$ cat src/rtl/ps2_host_tx.sv
// ps2_host_tx: host-to-device PS/2 command transmitter.
// Accepts one byte on a valid/ready handshake, runs the request-to-send
// sequence on the open-drain clock/data pads and reports ACK/NACK/timeout.
// Optional build macro PS2_HOST_TX_RETRY_EN: a failed byte is resent up to
// two more times before the failure is reported.
module ps2_host_tx #(
   parameter int INHIBIT_CYCLES = 5000,
   parameter int TIMEOUT_CYCLES = 1000000,
   parameter int FILTER_LEN     = 8
) (
   input  logic       clk,
   input  logic       reset_n,
   input  logic [7:0] tx_data,
   input  logic       tx_valid,
   output logic       tx_ready,
   input  logic       ps2_clock,
   input  logic       ps2_data,
   output logic       ps2_clock_oe,
   output logic       ps2_data_oe,
   output logic       busy,
   output logic       done,
   output logic       ack_ok,
   output logic       error
);

   localparam int INH_W = $clog2(INHIBIT_CYCLES + 1);
   localparam int TO_W  = $clog2(TIMEOUT_CYCLES + 1);
   localparam int FLT_W = $clog2(FILTER_LEN + 1);

   localparam logic [INH_W-1:0] INH_LAST = INH_W'(INHIBIT_CYCLES - 1);
   localparam logic [INH_W-1:0] INH_END  = INH_W'(INHIBIT_CYCLES);
   localparam logic [TO_W-1:0]  TO_LAST  = TO_W'(TIMEOUT_CYCLES - 1);
   localparam logic [FLT_W-1:0] FLT_LAST = FLT_W'(FILTER_LEN - 1);

   typedef enum logic [1:0] {
      ST_IDLE,
      ST_INHIBIT,
      ST_XFER,
      ST_WAIT_IDLE
   } state_t;

   // ------------------------------------------------------------------
   // Input conditioning: index 0 = clock line, index 1 = data line.
   // ------------------------------------------------------------------
   logic [1:0] line_raw;
   logic [1:0] line_filt;

   assign line_raw = {ps2_data, ps2_clock};

   for (genvar gi = 0; gi < 2; gi++) begin : g_line
      logic             sync1_q;
      logic             sync2_q;
      logic             filt_q;
      logic             filt_d;
      logic [FLT_W-1:0] run_q;
      logic [FLT_W-1:0] run_d;

      // Accept a new level only after FILTER_LEN consecutive disagreeing samples
      always_comb begin
         run_d  = '0;
         filt_d = filt_q;
         if (sync2_q != filt_q) begin
            if (run_q == FLT_LAST) begin
               filt_d = sync2_q;
            end else begin
               run_d = run_q + 1'b1;
            end
         end
      end

      // Two-stage synchroniser and filter state; idle bus level is high
      always_ff @(posedge clk or negedge reset_n) begin
         if (!reset_n) begin
            sync1_q <= 1'b1;
            sync2_q <= 1'b1;
            filt_q  <= 1'b1;
            run_q   <= '0;
         end else begin
            sync1_q <= line_raw[gi];
            sync2_q <= sync1_q;
            filt_q  <= filt_d;
            run_q   <= run_d;
         end
      end

      assign line_filt[gi] = filt_q;
   end

   // ------------------------------------------------------------------
   // Transfer sequencer
   // ------------------------------------------------------------------
   state_t           state_q,     state_d;
   logic [INH_W-1:0] inh_q,       inh_d;
   logic [TO_W-1:0]  to_q,        to_d;
   logic [3:0]       edge_q,      edge_d;
   logic [7:0]       byte_q,      byte_d;
   logic             parity_q,    parity_d;
   logic             ack_res_q,   ack_res_d;
   logic             clk_prev_q,  clk_prev_d;
   logic             tx_ready_q,  tx_ready_d;
   logic             clock_oe_q,  clock_oe_d;
   logic             data_oe_q,   data_oe_d;
   logic             done_q,      done_d;
   logic             ack_ok_q,    ack_ok_d;
   logic             error_q,     error_d;
`ifdef PS2_HOST_TX_RETRY_EN
   logic [1:0]       attempt_q,   attempt_d;
`endif

   logic clk_fall;
   logic end_ok;
   logic end_fail;
   logic retry_ok;

   assign clk_fall = clk_prev_q & ~line_filt[0];

`ifdef PS2_HOST_TX_RETRY_EN
   assign retry_ok = (attempt_q != 2'd2);
`else
   assign retry_ok = 1'b0;
`endif

   // Next-state and next-output computation for the whole transfer
   always_comb begin
      state_d    = state_q;
      inh_d      = inh_q;
      to_d       = to_q;
      edge_d     = edge_q;
      byte_d     = byte_q;
      parity_d   = parity_q;
      ack_res_d  = ack_res_q;
      clk_prev_d = line_filt[0];
      tx_ready_d = tx_ready_q;
      clock_oe_d = clock_oe_q;
      data_oe_d  = data_oe_q;
      done_d     = 1'b0;
      ack_ok_d   = ack_ok_q;
      error_d    = 1'b0;
      end_ok     = 1'b0;
      end_fail   = 1'b0;
`ifdef PS2_HOST_TX_RETRY_EN
      attempt_d  = attempt_q;
`endif

      case (state_q)
         ST_IDLE: begin
            tx_ready_d = 1'b1;
            clock_oe_d = 1'b0;
            data_oe_d  = 1'b0;
            if (tx_valid && tx_ready_q) begin
               byte_d     = tx_data;
               parity_d   = ~^tx_data;
               tx_ready_d = 1'b0;
               clock_oe_d = 1'b1;
               inh_d      = '0;
               state_d    = ST_INHIBIT;
`ifdef PS2_HOST_TX_RETRY_EN
               attempt_d  = 2'd0;
`endif
            end
         end

         ST_INHIBIT: begin
            // Clock held low; start bit goes out on the last inhibit cycle and
            // the clock is released one cycle later so the device sees data first.
            if (inh_q == INH_END) begin
               clock_oe_d = 1'b0;
               edge_d     = '0;
               to_d       = '0;
               state_d    = ST_XFER;
            end else begin
               if (inh_q == INH_LAST) begin
                  data_oe_d = 1'b1;
               end
               inh_d = inh_q + 1'b1;
            end
         end

         ST_XFER: begin
            if (clk_fall) begin
               to_d   = '0;
               edge_d = edge_q + 1'b1;
               if (edge_q < 4'd8) begin
                  data_oe_d = ~byte_q[edge_q[2:0]];
               end else if (edge_q == 4'd8) begin
                  data_oe_d = ~parity_q;
               end else if (edge_q == 4'd9) begin
                  data_oe_d = 1'b0;
               end else begin
                  // Eleventh edge: device pulls data low to acknowledge
                  ack_res_d = ~line_filt[1];
                  state_d   = ST_WAIT_IDLE;
               end
            end else if (to_q == TO_LAST) begin
               end_fail = 1'b1;
            end else begin
               to_d = to_q + 1'b1;
            end
         end

         ST_WAIT_IDLE: begin
            if (line_filt == 2'b11) begin
               end_ok   = ack_res_q;
               end_fail = ~ack_res_q;
            end else if (clk_fall) begin
               to_d = '0;
            end else if (to_q == TO_LAST) begin
               end_fail = 1'b1;
            end else begin
               to_d = to_q + 1'b1;
            end
         end

         default: begin
            state_d = ST_IDLE;
         end
      endcase

      // Attempt finished: either go round again or report and release the bus
      if (end_ok || end_fail) begin
         if (end_fail && retry_ok) begin
            clock_oe_d = 1'b1;
            data_oe_d  = 1'b0;
            inh_d      = '0;
            state_d    = ST_INHIBIT;
`ifdef PS2_HOST_TX_RETRY_EN
            attempt_d  = attempt_q + 1'b1;
`endif
         end else begin
            clock_oe_d = 1'b0;
            data_oe_d  = 1'b0;
            done_d     = 1'b1;
            ack_ok_d   = end_ok;
            error_d    = end_fail;
            state_d    = ST_IDLE;
         end
      end
   end

   // All sequencer state and registered outputs; reset releases the pads at once
   always_ff @(posedge clk or negedge reset_n) begin
      if (!reset_n) begin
         state_q    <= ST_IDLE;
         inh_q      <= '0;
         to_q       <= '0;
         edge_q     <= '0;
         byte_q     <= '0;
         parity_q   <= 1'b0;
         ack_res_q  <= 1'b0;
         clk_prev_q <= 1'b1;
         tx_ready_q <= 1'b1;
         clock_oe_q <= 1'b0;
         data_oe_q  <= 1'b0;
         done_q     <= 1'b0;
         ack_ok_q   <= 1'b0;
         error_q    <= 1'b0;
`ifdef PS2_HOST_TX_RETRY_EN
         attempt_q  <= 2'd0;
`endif
      end else begin
         state_q    <= state_d;
         inh_q      <= inh_d;
         to_q       <= to_d;
         edge_q     <= edge_d;
         byte_q     <= byte_d;
         parity_q   <= parity_d;
         ack_res_q  <= ack_res_d;
         clk_prev_q <= clk_prev_d;
         tx_ready_q <= tx_ready_d;
         clock_oe_q <= clock_oe_d;
         data_oe_q  <= data_oe_d;
         done_q     <= done_d;
         ack_ok_q   <= ack_ok_d;
         error_q    <= error_d;
`ifdef PS2_HOST_TX_RETRY_EN
         attempt_q  <= attempt_d;
`endif
      end
   end

   assign tx_ready     = tx_ready_q;
   assign busy         = ~tx_ready_q;
   assign ps2_clock_oe = clock_oe_q;
   assign ps2_data_oe  = data_oe_q;
   assign done         = done_q;
   assign ack_ok       = ack_ok_q;
   assign error        = error_q;

endmodule

$ cat config.mk
export PLATFORM = sky130hd
export DESIGN_NAME = ps2_host_tx
export DESIGN_NICKNAME = d
export VERILOG_FILES = /design/src/rtl/ps2_host_tx.sv
export SDC_FILE = /design/constraint.sdc
export NUM_CORES = 1
export LEC_CHECK = 0
export CORE_ASPECT_RATIO = 1.2
export CORE_UTILIZATION = 60
export CTS_BUF_LIST = sky130_fd_sc_hd__clkbuf_8 sky130_fd_sc_hd__clkbuf_16
export DETAILED_ROUTE_END_ITERATION = 10
export GPL_ROUTABILITY_DRIVEN = 0
export PLACE_DENSITY = 0.8
export SKIP_LAST_GASP = 1
export SLEW_MARGIN = 5
export SYNTH_ARGS = -nofsm -noshare
export SYNTH_HDL_FRONTEND = slang
export SYNTH_SLANG_ARGS = --single-unit
$ cat constraint.sdc
create_clock -name clk -period 2.6 [get_ports clk]
set_input_delay 0.52 -clock clk [delete_from_list [all_inputs] [get_ports clk]]
set_output_delay 0.52 -clock clk [all_outputs]
set_load 0.02 [all_outputs]
======== After elaboration in Yosys (flattened, before gate mapping) ========
Index checks and enable logic that the tools add are counted.
operators by class
  $add $sub $neg .......................... 5
  multiply operators ...................... 0
  divide/modulo/power cells ............... 0
  magnitude comparators ................... 2
  equality and inequality tests ........... 27
  shift-type cells ........................ 0
  multiplexer cells ....................... 46
  bitwise logic cells ..................... 10
  reductions and logical operators ........ 19
operators with widths
  operator                 count
  $mux W20                 4
  $pmux W20 S3             1
  $eq A13 B13 Y1 const B   2
  $mux W13                 2
  $pmux W13 S2             1
  $mux W4                  6
  $ne A3 B3 Y1 const B     8
  $add A20 B1 Y20 const B  1
  $eq A20 B20 Y1 const B   1
  $mux W1                  19
  $mux W2                  7
  $add A13 B1 Y13 const B  1
  $add A4 B1 Y4 const B    3
  $ne A2 B2 Y1 const B     5
  $reduce_and A5 Y1        2
  $not A1 Y1               9
  $reduce_and A3 Y1        3
  $eq A4 B3 Y1 const B     2
  $eq A4 B4 Y1 const B     2
  $pmux W4 S2              1
  $reduce_and A2 Y1        4
  $reduce_xnor A8 Y1       1
  $reduce_and A7 Y1        1
  $eq A2 B2 Y1 const B     3
  other kinds (16)         20
word-level totals
  register bits after elaboration ......... 70
  latch bits .............................. 0
  memory bits (writable) .................. 0
  bits in read-only memories .............. 0
  input port bits ......................... 13
  output and inout port bits .............. 7
  memories ................................ 0

======== Depth between registers and ports, before layout ========
Gate-level depths: netlist of the first run.
  depth after elaboration ................. 8
  depth in mapped cells ................... 10

======== Least setup slack after synthesis of the first run ========
No wires, ideal clock.
  path type ............................... register -> register
  from .................................... register to_q[0]
  to ...................................... register to_q[12]
  arrival time ............................ 2.122 ns
  path slack .............................. 0.374 ns
  cell stages (with the launch flop) ...... 10
  clock period less this slack ............ 2.226 ns
  cell sequence ........................... dfrtp_1 ha_1 and3_1 and3_1 buf_2 a41o_1 nand4bb_4 nand2b_4 buf_8 o41ai_2
on the way
  word-level cells in the longest chain between the ends .. 5
ends and longest elaborated chain
  item                                                      line      text
  from (decl)                                               94        logic [TO_W-1:0] to_q, to_d;
  from (signal assigned)                                    263       to_q <= to_d;
  $add A20 B1 Y20 / $eq A20 B20 Y1 (equally long branches)  n/a
  $mux W20 *                                                194, 207
  $mux W20 *                                                205       end else if (clk_fall) begin
  $mux W20                                                  202       if (line_filt == 2'b11) begin
  $pmux W20 S3 *                                            145       case (state_q)
Mark *: on every way between the ends. The rest lies on a longest branch, timed or not. The select of a mux whose other input is x is not followed.
A chain may end at the register's enable or synchronous reset.

======== Final worst setup path of the first run ========
Same ends and word-level chain as after synthesis.

==> results of run 1 <==
==> final timing paths <==
check,start,endpoint,slack (ns)
max in group asynchronous,reset_n,clk_prev_d$_DFFE_PN1P_,2.09
min reg2reg,g_line[0].sync1_q$_DFF_PN1_,g_line[0].sync2_q$_DFF_PN1_,0.36
min in group clk,g_line[0].sync1_q$_DFF_PN1_,g_line[0].sync2_q$_DFF_PN1_,0.36
max,to_q[0]$_DFFE_PN0P_,to_q[12]$_DFFE_PN0P_,0.18
max reg2reg,to_q[0]$_DFFE_PN0P_,to_q[12]$_DFFE_PN0P_,0.18
min,reset_n,g_line[0].run_q[2]$_DFF_PN0_,0.17
==> metal layers <==
layer  up-vias  wire length (um)
met2        73              4008
met5         -                 0
met4         0               117
met1      1508              3468
li1       1472                 -
met3        12               292
==> power breakdown <==
| group | total [mW] | switching, mW | internal (mW) |
|---|---|---|---|
| sequential | 1.22 | 0.0543 | 1.16 |
| clock | 0.955 | 0.432 | 0.523 |
| combinational | 0.212 | 0.109 | 0.103 |
==> logic make-up (layout without fill, tap and decap cells) <==
logic type | Yosys count | count (layout) | synth area share (%)
simple gates | 157 | 157 | 21.78
compound gates | 94 | 94 | 16.27
flops | 70 | 70 | 45.64
buf+inv | 28 | 54 | 3.728
xor+xnor | 18 | 18 | 4.084
mux | 14 | 14 | 4.603
fa+ha+maj | 12 | 12 | 3.890
==> cells in the final DEF (no fill, tap or decap), types with 3 or more instances in the layout <==
cell,netlist,final
ha_1,12,12
buf_4,0,8
a21oi_1,14,14
a22o_1,3,3
inv_1,10,10
nor3_1,9,9
and3_1,10,10
a31oi_1,8,8
nand3_1,16,16
dfrtp_1,62,62
dfstp_2,8,8
clkbuf_8,0,12
o31ai_2,4,4
nor2_1,39,39
xor2_1,6,6
xnor2_1,12,12
nand2b_1,6,6
nor2b_1,4,4
o221ai_1,3,3
o21ai_0,31,31
nand2_1,36,36
mux2_2,10,10
nand4_1,11,11
o31ai_1,7,7
clkdlybuf4s50_1,0,18
o21ai_2,6,6
and4_1,6,6
o21ai_1,4,4
==> state kept, by name, summed over array words and instances (netlist names) <==
register	cells
g_line.run_q	8
ps2_clock_oe	1
parity_q	1
g_line.sync2_q	2
byte_q	8
done	1
ack_res_q	1
clk_prev_q	1
ps2_data_oe	1
clk_prev_d	1
g_line.sync1_q	2
error	1
ack_ok	1
inh_q	13
to_q	20
edge_q	4
tx_ready	1
g_line.filt_q	1
state_q	2
==> cell type report <==
class                      count  area [um2]  area share (%)
multi-input combinational    295        1954           45.03
sequential                    70        1762           40.59
timing repair buffer          28       265.3           6.111
clock buffer                  12       165.2           3.805
tap                           82       102.6           2.364
clock inverter                 4       53.80           1.240
inverter                      10       37.54          0.8648
==> impl_results.md, run 1 <==
- Status: finished, final reports clean
- H-tree levels: 3
- Io pins: 20
- Number of diodes: 0
- Post-route cell area: 0.004340 mm2
- Async set or reset register ratio after synthesis: 100.0%
- # Post-CTS Setup Buffers: 0
- Clk slew on worst S/H paths: 0.08 ns
- Post-synth top cells: 62 x dfrtp_1, 39 x nor2_1, 36 x nand2_1
- GRT busiest layer: met2
- CTS tree: built
- Vias in the first global route: 2982
- Drt via density: 6.118
- Setup CP Type: reg2reg
- CP Buf/Inv Count: 0
- Pins Over Slew Limit: 0
- Post-CTS Resized: 0
- M2 GR Usage: 40.92%
- Final Hold Fails: 0
- Core ar.: 0.006128 mm2
- Worst-path fanout max: 19
- R2R cell count: 7
- Post-Place Cells: 485
- Ys flop type: dfrtp_1
- Least-Margin Pin Slew: 0.5172 ns
- Final worst path period need: 2.423 ns
- CTS max path bufs: 2
- Worst hold slack: 0.1668 ns
- Port buffer count: 19
- Clk Latency, worst-skew pair: 0.36 ns
- Fin cells: 501
- Die Wd: 75.22 um
- Pwr Density: 549.7 mW/mm2
- RSZ-0062 raised after global routing: no
- Clock root buffer: clkbuf_8
- Power Total: 2.386 mW
- Total CTS buffers: 9
- Synthesized area: 0.003860 mm2
- Cell with the most instances after synthesis: dfrtp_1
- Die height: 89.87 um
- Pin count of the biggest net entering global routing: 71
- Synth top area share: 40.19%
- Setup TNS: 0 ns
- Global Route met3 Usage: 5.942%
- Mapped Cells: 393
- Placement Setup Slack: 0.1991 ns
- CP Launch Type: flop
- #FFs+latches synth: 70
- Critical path's most frequent cell: and3_1
- Fin nets: 439
- Layout Skew: 0.006216 ns
- CP arrival: 2.68 ns
- Top cell type by total area after synthesis: dfrtp_1
- TritonCTS Sinks: 70
- Via count: 3065
- CP Capture Type: flop
- DP Area: 0.004121 mm2
- Std cell rows: 31
- Critical path's top delay family: simple AND/OR/NAND/NOR gates
- First-pass DRT Iterations: 5
- CP max stage cell: dfrtp_1
- CP max stage delay: 0.43 ns
- CP Depth: 7
- Peak supply drop: 0.3336 mV
- Rel. slew slack: 65.39%
- Cells along the critical path: ha_1 > and3_1 > and3_1 > a41o_1 > nand4bb_4 > nand2b_4 > o41ai_2
- Util after Layout: 70.82%
- Hold bufs inserted after CTS: 0
- Final setup margin: 0.1767 ns
- Syn_area_per_cell: 9.822 um2
- Layout cell share with drive strength beyond 1: 14.56%
- DP Wirelength: 5330 um
- Hold crit path type: in2async
- Routed WL: 7886 um
- # fillers: 494
- Residual DRC: 0
- Total Routing Usage GR: 25.98%
- Iter 0 DRT Violations: 171
- Max Cap Viol: 0
- Gr ovfl total: 0
- Ranking of synthesized cells by area: dfrtp_1 40%, dfstp_2 5.4%, o21ai_0 4.0%
- Number of flops mapped to enable cells by yosys: 0
- Register area share after synthesis: 45.64%
- GRT met1 Usage: 34.35%
- Net Count, Synth: 418
- Achievable Freq: 412.7 MHz
- First-pass GRT wire length: 13540 um
- Leak: 1.886 nW
- Antenna violations before repair: 0
- Synthesis Warnings: 0
- Die footprint: 0.006760 mm2
- Area Growth Syn to Fin: 12.45%
- Post-DRT Antenna Nets: 0
- Routed wire per std cell: 15.74 um
- Final worst-path cycle share: 93.20%
- Synth unique cells: 57
- # setup viols final: 0
- Initial core utilization: 62.98%
- CP required: 2.85 ns
(Power assumes the default switching activity.)
==> run 2: changes to the inputs <==
--- a/config.mk
+++ b/config.mk
@@ -6,11 +6,13 @@
 export NUM_CORES = 1
 export LEC_CHECK = 0
 export CORE_ASPECT_RATIO = 1.2
+export CORE_MARGIN = 3
 export CORE_UTILIZATION = 60
 export CTS_BUF_LIST = sky130_fd_sc_hd__clkbuf_8 sky130_fd_sc_hd__clkbuf_16
 export DETAILED_ROUTE_END_ITERATION = 10
 export GPL_ROUTABILITY_DRIVEN = 0
 export PLACE_DENSITY = 0.8
+export RECOVER_POWER = 25
 export SKIP_LAST_GASP = 1
 export SLEW_MARGIN = 5
 export SYNTH_ARGS = -nofsm -noshare
==> run 2 against run 1 <==
Net effect: highest routed layer unchanged; flip-flop and latch count unchanged; die area increased by 10%; power decreased by 1.4%; wire length decreased by 0.67%; critical path depth unchanged; setup slack improved by 0.090 ns; register-to-register slack improved by 0.09 ns; cell count increased by 0.20%; clock-buffer cell count decreased by 2; via count increased by 1.1%; sequential power about the same.
==> impl_results.md, run 2 (synthesis gave the netlist of run 1 again) <==
- Post-CTS Resized: 0
- Residual DRC: 0
- First-pass GRT wire length: 13900 um
- Die Wd: 79.22 um
- CTS tree: built
- Pwr Density: 542.6 mW/mm2
- Status: finished, final reports clean
- CP Buf/Inv Count: 0
- CTS max path bufs: 2
- Leak: 1.888 nW
- Most common cell after layout, fill and taps aside: dfrtp_1
- Cells along the critical path: ha_1 > and3_1 > and3_1 > a41o_1 > nand4bb_4 > nand2b_4 > o41ai_1
- Rel. slew slack: 15.07%
- Core ar.: 0.006128 mm2
- Iter 0 DRT Violations: 210
- Max reg flops: 20
- Hold bufs inserted after CTS: 0
- DP Wirelength: 5401 um
- Most frequent cells in the layout: 62 x dfrtp_1, 39 x nor2_1, 36 x nand2_1
- Biggest registers after layout: to_q (20), inh_q (13)
- # Post-CTS Setup Buffers: 0
- Hold crit path type: reg2reg
- Gr ovfl total: 0
- CP max stage delay: 0.44 ns
- CP Capture Type: flop
- Die height: 93.87 um
- R2r setup slk: 0.27 ns
- Initial core utilization: 62.98%
- Least-Margin Pin Slew: 1.274 ns
- Max Cap Viol: 0
- # setup viols final: 0
- Total Routing Usage GR: 23.64%
- Layout Skew: 0.01328 ns
- Std cell rows: 31
- Final Hold Fails: 0
- Total CTS buffers: 9
- Setup TNS: 0 ns
- M2 GR Usage: 37.92%
- Die footprint: 0.007436 mm2
- Post-DRT Antenna Nets: 0
- CP Depth: 7
- Final worst-path cycle share: 89.74%
- Final worst path period need: 2.333 ns
- Top reg by flops: to_q
- R2R cell count: 7
- Fin nets: 440
- CP max stage cell: dfrtp_1
- H-tree levels: 3
- Peak supply drop: 0.3560 mV
- First-pass DRT Iterations: 5
- Critical path's most frequent cell: and3_1
- Port buffer count: 19
- Setup CP Type: reg2reg
- DP Area: 0.004129 mm2
- Via count: 3098
- GRT busiest layer: met2
- Clk Latency, worst-skew pair: 0.36 ns
- Global Route met3 Usage: 5.374%
- Pins Over Slew Limit: 0
- Routed wire per std cell: 15.60 um
- Layout cell share with drive strength beyond 1: 14.29%
- Antenna violations before repair: 0
- Area Growth Syn to Fin: 12.29%
- TritonCTS Sinks: 70
- Routed WL: 7833 um
- Worst-path fanout max: 19
- RSZ-0062 raised after global routing: no
- CP required: 2.85 ns
- Post-route cell area: 0.004334 mm2
- Critical path's top delay family: simple AND/OR/NAND/NOR gates
- Clock root buffer: clkbuf_8
- Achievable Freq: 428.6 MHz
- Vias in the first global route: 2991
- Clk slew on worst S/H paths: 0.09 ns
- Pin count of the biggest net entering global routing: 49
- Number of diodes: 0
- CP arrival: 2.58 ns
- Worst Hold Path Cells: 0
- Drt via density: 6.171
- CP Launch Type: flop
- Io pins: 20
- GRT met1 Usage: 31.22%
run 2: changes by cell type in the layout (fill, tap and decap cells not counted), sizes merged:
cell           previous run  this run
clkdlybuf4s50            18        16
dlygate4sd3               0         2
clkbuf                   12        11
inv                      10        12
clkinvlp                  2         1
clkinv                    1         2
run 2: final cells by class:
type / instances / area [um2]
multi-input combinational: 295 / 1954
fill: 494 / 1794
sequential: 70 / 1762
timing repair buffer: 29 / 271.5
clock buffer: 10 / 137.6
tap: 82 / 102.6
clock inverter: 6 / 68.82
inverter: 10 / 37.54
run 2: worst paths after layout:
kind | startpoint | endpoint
max in group asynchronous | reset_n | tx_ready$_DFFE_PN1P_
worst max register to register | to_q[0]$_DFFE_PN0P_ | to_q[14]$_DFFE_PN0P_
worst max-delay path | to_q[0]$_DFFE_PN0P_ | to_q[14]$_DFFE_PN0P_
worst min register to register | g_line[0].sync1_q$_DFF_PN1_ | g_line[0].sync2_q$_DFF_PN1_
min in group asynchronous | reset_n | g_line[0].run_q[0]$_DFF_PN0_
worst min-delay path | g_line[0].sync1_q$_DFF_PN1_ | g_line[0].sync2_q$_DFF_PN1_
run 2: metal layers:
| layer | wire, um | vias to the layer above |
|---|---|---|
| li1 | - | 1478 |
| met1 | 3439 | 1523 |
| met2 | 3916 | 85 |
| met3 | 367 | 12 |
| met4 | 110 | 0 |
| met5 | 0 | - |
run 2: power by group:
| group | switching [mW] | total, mW | internal, mW | leakage [nW] |
|---|---|---|---|---|
| logic | 0.109 | 0.211 | 0.102 | 0.870 |
| registers | 0.0541 | 1.22 | 1.16 | 0.915 |
| clock network | 0.448 | 0.924 | 0.476 | 0.103 |
| total | 0.611 | 2.35 | 1.74 | 1.89 |
run 2: through the flow:
step / cells / hold WS (ns) / total power [mW] / utilization [%] / setup slack [ns]
6_report: 502 / 0.3636 / 2.352 / 70.72 / 0.2668
5_1_grt: 502 / 0.3722 / 2.463 / 70.72 / 0.06410
4_1_cts: 502 / 0.1456 / 2.366 / 70.74 / 0.2642
3_5_place_dp: 486 / 0.3478 / 1.453 / 67.37 / 0.2845
3_3_place_gp: 486 / 0.3462 / 1.443 / 67.37 / 0.3689
2_1_floorplan: 393 / 0.2244 / 1.361 / - / 0.3743
run 2: worst reg2reg max path: cells and delay by family, from the launching register on:
family / cells / cell delay (ns)
flops: 1 / 0.44
fa+ha+maj: 1 / 0.26
simple gates: 4 / 0.93
compound gates: 2 / 0.61
